`config.mk`:
```
export PLATFORM = sky130hd
export DESIGN_NAME = a2d_spi_intf_flat
export DESIGN_NICKNAME = d
export VERILOG_FILES = /design/src/rtl/a2d_spi_intf_if.sv /design/src/rtl/a2d_spi_intf.sv /design/src/flat_wrapper.sv
export SDC_FILE = /design/constraint.sdc
export NUM_CORES = 1
export LEC_CHECK = 0
export ABC_AREA = 1
export CAP_MARGIN = 20
export CORE_UTILIZATION = 65
export CTS_CLUSTER_SIZE = 16
export DETAILED_ROUTE_END_ITERATION = 8
export DONT_BUFFER_PORTS = 1
export PLACE_DENSITY_LB_ADDON = 0.2
export SKIP_LAST_GASP = 1
export SLEW_MARGIN = 40
export SYNTH_ARGS = -nofsm -noshare
export SYNTH_HDL_FRONTEND = slang
export SYNTH_SLANG_ARGS = --single-unit
```
`constraint.sdc`:
```
create_clock -name clk -period 2.7 [get_ports clk]
set_input_delay 0.405 -clock clk [delete_from_list [all_inputs] [get_ports clk]]
set_output_delay 0.405 -clock clk [all_outputs]
set_load 0.01 [all_outputs]
```
`src/rtl/a2d_spi_intf_if.sv`:
```
// Handshake and SPI bundle between the motion controller, the A2D SPI
// master and the ADC128S. The master modport is the SPI master's view.
interface a2d_spi_intf_if;
  logic        strt_cnv;
  logic [2:0]  chnnl;
  logic        cnv_cmplt;
  logic [11:0] res;
  logic        a2d_SS_n;
  logic        SCLK;
  logic        MOSI;
  logic        MISO;

  modport master (
    input  strt_cnv,
    input  chnnl,
    input  MISO,
    output cnv_cmplt,
    output res,
    output a2d_SS_n,
    output SCLK,
    output MOSI
  );

  modport slave (
    output strt_cnv,
    output chnnl,
    output MISO,
    input  cnv_cmplt,
    input  res,
    input  a2d_SS_n,
    input  SCLK,
    input  MOSI
  );
endinterface

```
`src/rtl/a2d_spi_intf.sv`:
```
// SPI master for the ADC128S. One conversion = two 16-bit frames: frame 1
// addresses the channel, frame 2 re-sends the address and returns the
// result of the channel addressed in frame 1. All outputs are registered.
module a2d_spi_intf #(
  parameter int SCLK_DIV = 32,
  parameter int GAP_CLKS = 32
) (
  input logic           clk,
  input logic           rst,
  a2d_spi_intf_if.master bus
);

  localparam int CW = $clog2(SCLK_DIV);
  localparam int GW = $clog2(GAP_CLKS) + 1;
  localparam logic [CW-1:0] CNT_FALL = CW'(SCLK_DIV / 2 - 1);
  localparam logic [CW-1:0] CNT_RISE = CW'(SCLK_DIV - 1);
  localparam logic [GW-1:0] GAP_LAST = GW'(GAP_CLKS - 1);
  localparam logic [4:0]    FRAME_BITS = 5'd16;

  localparam logic [2:0] ST_IDLE   = 3'd0;
  localparam logic [2:0] ST_FRAME1 = 3'd1;
  localparam logic [2:0] ST_GAP    = 3'd2;
  localparam logic [2:0] ST_FRAME2 = 3'd3;
  localparam logic [2:0] ST_DONE   = 3'd4;

  logic [2:0]    state_q, state_d;
  logic [CW-1:0] cnt_q, cnt_d;
  logic [4:0]    rise_q, rise_d;
  logic          fall_seen_q, fall_seen_d;
  logic [GW-1:0] gap_q, gap_d;
  logic [15:0]   shift_q, shift_d;
  logic          miso_smpl_q, miso_smpl_d;
  logic [2:0]    chnl_lat_q, chnl_lat_d;
  logic          ss_n_q, ss_n_d;
  logic          sclk_q, sclk_d;
  logic          mosi_q, mosi_d;
  logic          cmplt_q, cmplt_d;
  logic [11:0]   res_q, res_d;

  // Next-state logic for the conversion sequencer and SPI framing.
  always_comb begin
    state_d     = state_q;
    cnt_d       = cnt_q;
    rise_d      = rise_q;
    fall_seen_d = fall_seen_q;
    gap_d       = gap_q;
    shift_d     = shift_q;
    miso_smpl_d = miso_smpl_q;
    chnl_lat_d  = chnl_lat_q;
    ss_n_d      = ss_n_q;
    sclk_d      = sclk_q;
    cmplt_d     = cmplt_q;
    res_d       = res_q;
    case (state_q)
      ST_IDLE: begin
        ss_n_d = 1'b1;
        sclk_d = 1'b1;
        if (bus.strt_cnv) begin
          chnl_lat_d  = bus.chnnl;
          cmplt_d     = 1'b0;
          ss_n_d      = 1'b0;
          cnt_d       = {CW{1'b0}};
          rise_d      = 5'd0;
          fall_seen_d = 1'b0;
          shift_d     = {2'b00, bus.chnnl, 11'h000};
          state_d     = ST_FRAME1;
        end else begin
          state_d = ST_IDLE;
        end
      end
      ST_FRAME1, ST_FRAME2: begin
        cnt_d = cnt_q + 1'b1;
        if (cnt_q == CNT_RISE) begin
          miso_smpl_d = bus.MISO;
          rise_d      = rise_q + 5'd1;
        end else begin
          miso_smpl_d = miso_smpl_q;
        end
        if (cnt_q == CNT_FALL) begin
          // First fall is skipped so the address MSB is valid at the first rise.
          if (fall_seen_q) begin
            shift_d = {shift_q[14:0], miso_smpl_q};
          end else begin
            shift_d = shift_q;
          end
          fall_seen_d = 1'b1;
          if (rise_q == FRAME_BITS) begin
            ss_n_d  = 1'b1;
            cnt_d   = {CW{1'b0}};
            gap_d   = {GW{1'b0}};
            state_d = (state_q == ST_FRAME1) ? ST_GAP : ST_DONE;
          end else begin
            state_d = state_q;
          end
        end else begin
          shift_d = shift_q;
        end
        // Back porch: SCLK stays high once all 16 rises are done.
        if (rise_q == FRAME_BITS) begin
          sclk_d = 1'b1;
        end else begin
          sclk_d = ~cnt_d[CW-1];
        end
      end
      ST_GAP: begin
        sclk_d = 1'b1;
        if (gap_q == GAP_LAST) begin
          ss_n_d      = 1'b0;
          cnt_d       = {CW{1'b0}};
          rise_d      = 5'd0;
          fall_seen_d = 1'b0;
          shift_d     = {2'b00, chnl_lat_q, 11'h000};
          state_d     = ST_FRAME2;
        end else begin
          gap_d = gap_q + 1'b1;
        end
      end
      ST_DONE: begin
        res_d   = shift_q[11:0];
        cmplt_d = 1'b1;
        state_d = ST_IDLE;
      end
      default: begin
        ss_n_d  = 1'b1;
        sclk_d  = 1'b1;
        state_d = ST_IDLE;
      end
    endcase
    mosi_d = ss_n_d ? 1'b0 : shift_d[15];
  end

  // State and output registers with synchronous reset.
  always_ff @(posedge clk) begin
    if (rst) begin
      state_q     <= ST_IDLE;
      cnt_q       <= {CW{1'b0}};
      rise_q      <= 5'd0;
      fall_seen_q <= 1'b0;
      gap_q       <= {GW{1'b0}};
      shift_q     <= 16'h0000;
      miso_smpl_q <= 1'b0;
      chnl_lat_q  <= 3'd0;
      ss_n_q      <= 1'b1;
      sclk_q      <= 1'b1;
      mosi_q      <= 1'b0;
      cmplt_q     <= 1'b0;
      res_q       <= 12'h000;
    end else begin
      state_q     <= state_d;
      cnt_q       <= cnt_d;
      rise_q      <= rise_d;
      fall_seen_q <= fall_seen_d;
      gap_q       <= gap_d;
      shift_q     <= shift_d;
      miso_smpl_q <= miso_smpl_d;
      chnl_lat_q  <= chnl_lat_d;
      ss_n_q      <= ss_n_d;
      sclk_q      <= sclk_d;
      mosi_q      <= mosi_d;
      cmplt_q     <= cmplt_d;
      res_q       <= res_d;
    end
  end

  assign bus.a2d_SS_n  = ss_n_q;
  assign bus.SCLK      = sclk_q;
  assign bus.MOSI      = mosi_q;
  assign bus.cnv_cmplt = cmplt_q;
  assign bus.res       = res_q;

endmodule

```
`src/flat_wrapper.sv`:
```
// flat-port wrapper written by rule: the top's interface ports become plain ports
module a2d_spi_intf_flat 
#(
  parameter int SCLK_DIV = 32,
  parameter int GAP_CLKS = 32
)
  (clk, rst, bus_strt_cnv, bus_chnnl, bus_MISO, bus_cnv_cmplt, bus_res, bus_a2d_SS_n, bus_SCLK, bus_MOSI);
  a2d_spi_intf_if bus_i ();
  input logic clk;
  input logic rst;
  input wire logic [$bits(bus_i.strt_cnv)-1:0] bus_strt_cnv;
  input wire logic [$bits(bus_i.chnnl)-1:0] bus_chnnl;
  input wire logic [$bits(bus_i.MISO)-1:0] bus_MISO;
  output wire logic [$bits(bus_i.cnv_cmplt)-1:0] bus_cnv_cmplt;
  output wire logic [$bits(bus_i.res)-1:0] bus_res;
  output wire logic [$bits(bus_i.a2d_SS_n)-1:0] bus_a2d_SS_n;
  output wire logic [$bits(bus_i.SCLK)-1:0] bus_SCLK;
  output wire logic [$bits(bus_i.MOSI)-1:0] bus_MOSI;
  assign bus_i.strt_cnv = bus_strt_cnv;
  assign bus_i.chnnl = bus_chnnl;
  assign bus_i.MISO = bus_MISO;
  assign bus_cnv_cmplt = bus_i.cnv_cmplt;
  assign bus_res = bus_i.res;
  assign bus_a2d_SS_n = bus_i.a2d_SS_n;
  assign bus_SCLK = bus_i.SCLK;
  assign bus_MOSI = bus_i.MOSI;
  a2d_spi_intf #(.SCLK_DIV(SCLK_DIV), .GAP_CLKS(GAP_CLKS)) u_core (.clk(clk), .rst(rst), .bus(bus_i));
endmodule
```
* After elaboration in Yosys (flattened, before gate mapping)
Index checks and enable logic that the tools add are counted.
W data, S select, Z words.
** Storage, ports and cells
- Bits in registers :: 56
- Logic and storage cells :: 83
- Input bits :: 7
- Output and inout port bits :: 16
** Cells by class
- Mux-type cells :: 35
- Eq/ne operators :: 15
- Reductions and logical operators :: 15
- Add/subtract/negate cells :: 3
- Bitwise gates (word level) :: 1
** Operators with widths (number)
- $mux W16 :: 4
- $pmux W16 S3 :: 1
- $mux W5 :: 6
- $pmux W5 S3 :: 2
- $mux W6 :: 3
- $mux W3 :: 4
- $pmux W6 S2 :: 1
- $reduce_and A4 Y1 :: 3
- $add A5 B1 Y5 const B :: 2
- $eq A5 B5 Y1 const B :: 2
- $ne A2 B1 Y1 const B :: 5
- $mux W1 :: 9
- $pmux W3 S3 :: 1
- $add A6 B1 Y6 const B :: 1
- $eq A3 B2 Y1 const B :: 2
- $eq A6 B5 Y1 const B :: 1
- $reduce_and A2 Y1 :: 3
- $reduce_and A3 Y1 :: 2
- $eq A5 B4 Y1 const B :: 1
- $reduce_and A5 Y1 :: 1
- $ne A2 B2 Y1 const B :: 2
- $pmux W1 S2 :: 2
- $pmux W1 S4 :: 1
- $reduce_bool A2 Y1 :: 2
- 7 further kinds :: 8

* Longest topological paths before layout
- Depth after elaboration :: 7
- Gate-level depth with buffers :: 10
- Gate-level depth less buffers :: 10

* Worst setup path before layout
OpenSTA, ideal clock, no wires.
- Path type :: reg2reg
- Start point :: register u_core.cnt_q[0]
- End point :: register u_core.shift_q[12]
- Required time :: 2562 ps
- Stages on the path, launching flop included :: 10
- Library setup time :: 138 ps
- Arrival time :: 1335 ps
- Slack :: 1228 ps
- Period minus slack after synthesis :: 1472 ps
- Path buffers :: 1
- Cell sequence :: dfxtp_1 > ha_1 > nand3_2 > nor2_8 > nand2_2 > nand2_1 > nand2_4 > buf_8 > nand2_2 > a21oi_2
** On the way
- Longest elaborated chain between the ends :: 3
** Ends and longest elaborated chain
- from (decl) :: RTL line a2d_spi_intf.sv:27 : logic [CW-1:0] cnt_q, cnt_d;
- from (signal assigned) :: RTL line a2d_spi_intf.sv:136 : cnt_q <= {CW{1'b0}};
- from (signal assigned) :: RTL line a2d_spi_intf.sv:150 : cnt_q <= cnt_d;
- $eq A5 B4 Y1 :: RTL line a2d_spi_intf.sv:79 : if (cnt_q == CNT_FALL) begin
- $ne A2 B1 Y1 (no line)
- $reduce_and A5 Y1 (no line)
- to (signal assigned) :: RTL line a2d_spi_intf.sv:154 : shift_q <= shift_d;
- to (decl) :: RTL line a2d_spi_intf.sv:31 : logic [15:0] shift_q, shift_d;
Every way passes these cells.
A chain may end at the register's enable or synchronous reset.

* Worst setup path in the final report
- Start point :: register u_core.cnt_q[0]
- End point :: register u_core.shift_q[0]
Same word-level chain as after synthesis.

==> impl_metrics.yaml <==
status:
  status: "complete, no violations"
hold_path:
  hold_depth: 1
  hp-class: "in2reg"
worst_setup_path:
  endpoint: "u_core.shift_q[0]"
  worstSetupPathType: "reg2reg"
  required_ns: 2.96
  cpMaxStageDelayCell: "dfxtp_1"
  cpPeakStageDelay_ns: 0.39
  path_cells: "ha_1 -> nand3_2 -> nor2_8 -> nand2_2 -> nor2_4 -> nand2_1 -> a21oi_2"
  r2r_slack_ns: 1.04
  cp_max_fo: 12
  worst_r2r_endpoint: "u_core.shift_q[0]"
  start_kind: "register"
  cp.arrival_ns: 1.92
  cp.depth: 7
  crit_family: "simple AND/OR/NAND/NOR gates"
  timing.critical_path.buf_inv: 0
  reg2reg_from: "u_core.cnt_q[0]"
  crit_path_start: "u_core.cnt_q[0]"
  reg2reg_depth: 7
  end_kind: "register"
synth:
  syn_area_mm2: 0.00267
  netlist_instances: 361
  ys_types: 33
  syn_nets: 372
  synth-simple-area-share_pct: 35.0
  synthesis.area_per_instance_um2: 7.41
  synth_fa_ha_area_share_pct: 1.87
  yosysSeqAreaShare_pct: 41.9
  ys_seq_elements: 56
  synthMuxAreaShare_pct: 0
  netlist.area_leader.share_pct: 41.9
  synth-compound-area-share_pct: 12.7
  synth_warnings: 0
  synth_top_family_by_area: "simple AND/OR/NAND/NOR gates"
  synth_xor_area_share_pct: 1.31
  synthTopCellsByArea: "dfxtp_1 42%, nand2_1 11%, nor2_1 7.7%"
  synth_top_area_cell: "dfxtp_1"
clock_tree:
  clock-sinks: 56
  clk_path_buf_depth: 2
  cts_buffers: 5
  cts_tree: "done"
  cts_resized: 0
  cts_setup_buffers: 0
  path_clk_slew_ns: 0.10
  htree_levels: 2
  insertion_delay_ns: 0.32
  ctsRootBufferMaster: "clkbuf_8"
  hold_buffers: 0
floorplan:
  die-width_um: 66.1
  dieArea_mm2: 0.00437
  core-area_mm2: 0.00380
  io_pins: 23
  die_h_um: 66.1
  fp-row-count: 22
  initial_core_util_pct: 70.4
global_routing:
  grt_pass1_wl_um: 9670
  antenna_found_initial: 0
  grtUsageTotal_pct: 29.2
  grt_pass1_vias: 2196
  grt_start_max_net_pins: 32
  overflow: 0
finish:
  final_cell_mix: "80 x nand2_1, 56 x dfxtp_1, 55 x nor2_1"
  fin_util_pct: 73.6
  num-nets-final: 370
  final_common_cell: "nand2_1"
  antenna_cells: 0
  drive_gt1_share_pct: 16.9
  synthToLayoutAreaGrowth_pct: 4.63
timing:
  min_period_ns: 1.66
  final_max_slew_viol_count: 0
  setup_viol: 0
  rsz0062_at_grt: "no"
  final.setup_skew_ns: 0.0108
  relSlewSlack_pct: 65.5
  max_freq_mhz: 602
  worst_pin_slew_ns: 0.517
  finalCritPeriodShare_pct: 61.5
  hold_violations: 0
  setup_tns_ns: 0
power_and_ir_drop:
  leakage_nw: 1.12
  ir_drop_mv: 0.463
  power.total_mw: 2.06
  powerDensity_mw_per_mm2: 735
job:
  max_cap_violations: 0
detailed_routing:
  first_pass_iters: 5
  vias: 2234
  drc: 0
  ant_nets: 0
  routedWlPerCell_um: 13.7
  drt_iter0_markers: 149
  drt_wl_total_um: 5590
  avgViaCountPerCell: 5.48
placed_design:
  place.gp.congestion: 0.827
  dpl.hpwl_um: 3840
  io_buffers: 0
## report_power, final
part           switching, mW  internal [mW]
combinational          0.395          0.162
clock                  0.279          0.280
sequential            0.0632          0.879
total                  0.736           1.32
## flip-flops by register name, indices dropped and copies added (netlist names)
signal / count
u_core.rise_q: 5
u_core.fall_seen_q: 1
u_core.bus.cnv_cmplt: 1
u_core.cnt_q: 5
u_core.chnl_lat_q: 3
u_core.bus.res: 12
u_core.state_q: 3
u_core.bus.MOSI: 1
u_core.miso_smpl_q: 1
u_core.gap_q: 6
u_core.bus.a2d_SS_n: 1
u_core.bus.SCLK: 1
u_core.shift_q: 16
## cell type report
type	instances	area, µm²
Multi-Input combinational cell	260	1360
Sequential cell	56	1120
Fill cell	310	1000
Inverter	35	131
Clock buffer	5	68.8
Tap cell	48	60.1
Clock inverter	3	47.5
Timing Repair Buffer	1	7.51
## kinds of logic (layout without fill, tap and decap cells)
family / Yosys count / in the layout
simple gates: 194 / 194
buf+inv: 45 / 44
fa+ha+maj: 4 / 4
xor+xnor: 4 / 4
flops: 56 / 56
compound gates: 58 / 58
## per-layer routing
layer | part of all wire (%) | routed length, µm | global-route usage [%]
met1 | 44 | 2480 | 34.4
met2 | 48 | 2690 | 51.0
met3 | 5.7 | 317 | 6.38
met4 | 1.7 | 95 | 12.0
met5 | 0 | 0 | 0
## worst reg2reg max path: stages, from the launching register on
cell and delay (ns):
dfxtp_1 0.39, ha_1 0.23, nand3_2 0.16, nor2_8 0.20, nand2_2 0.11, nor2_4 0.25, nand2_1 0.12, a21oi_2 0.15
## worst min path at each step
| stage | from | end | slack (ns) |
|---|---|---|---|
| 6_report | rst | u_core.shift_q[2] | 0.13 |
| 4_1_cts | rst | u_core.shift_q[2] | 0.13 |
| 2_1_floorplan | u_core.shift_q[12] | u_core.shift_q[12] | 0.44 |
| 3_3_place_gp | u_core.chnl_lat_q[0] | u_core.chnl_lat_q[0] | 0.45 |
| 5_1_grt | rst | u_core.shift_q[8] | 0.12 |
| 3_5_place_dp | u_core.chnl_lat_q[2] | u_core.chnl_lat_q[2] | 0.46 |
## through the flow
stage	instance area, µm²	hold slack [ns]	cells	worst slack, ns
6_report	2800	0.135	408	1.04
5_1_grt	2800	0.123	408	0.871
4_1_cts	2800	0.135	408	1.04
3_5_place_dp	2680	0.457	400	1.05
3_3_place_gp	2680	0.452	400	1.12
2_1_floorplan	2670	0.444	361	1.23
## cells in the mapped netlist (all sizes together)
library cell	number
nand2	98
inv	34
nor2	64
clkbuf	3
xor2	3
nor3	1
xnor2	1
clkinv	1
and3	1
or2	1
nand3b	3
ha	4
a21oi	33
dfxtp	56
nor4	1
buf	7
nand4	3
o21ai	25
nand3	22
(Power assumes the default switching activity.)
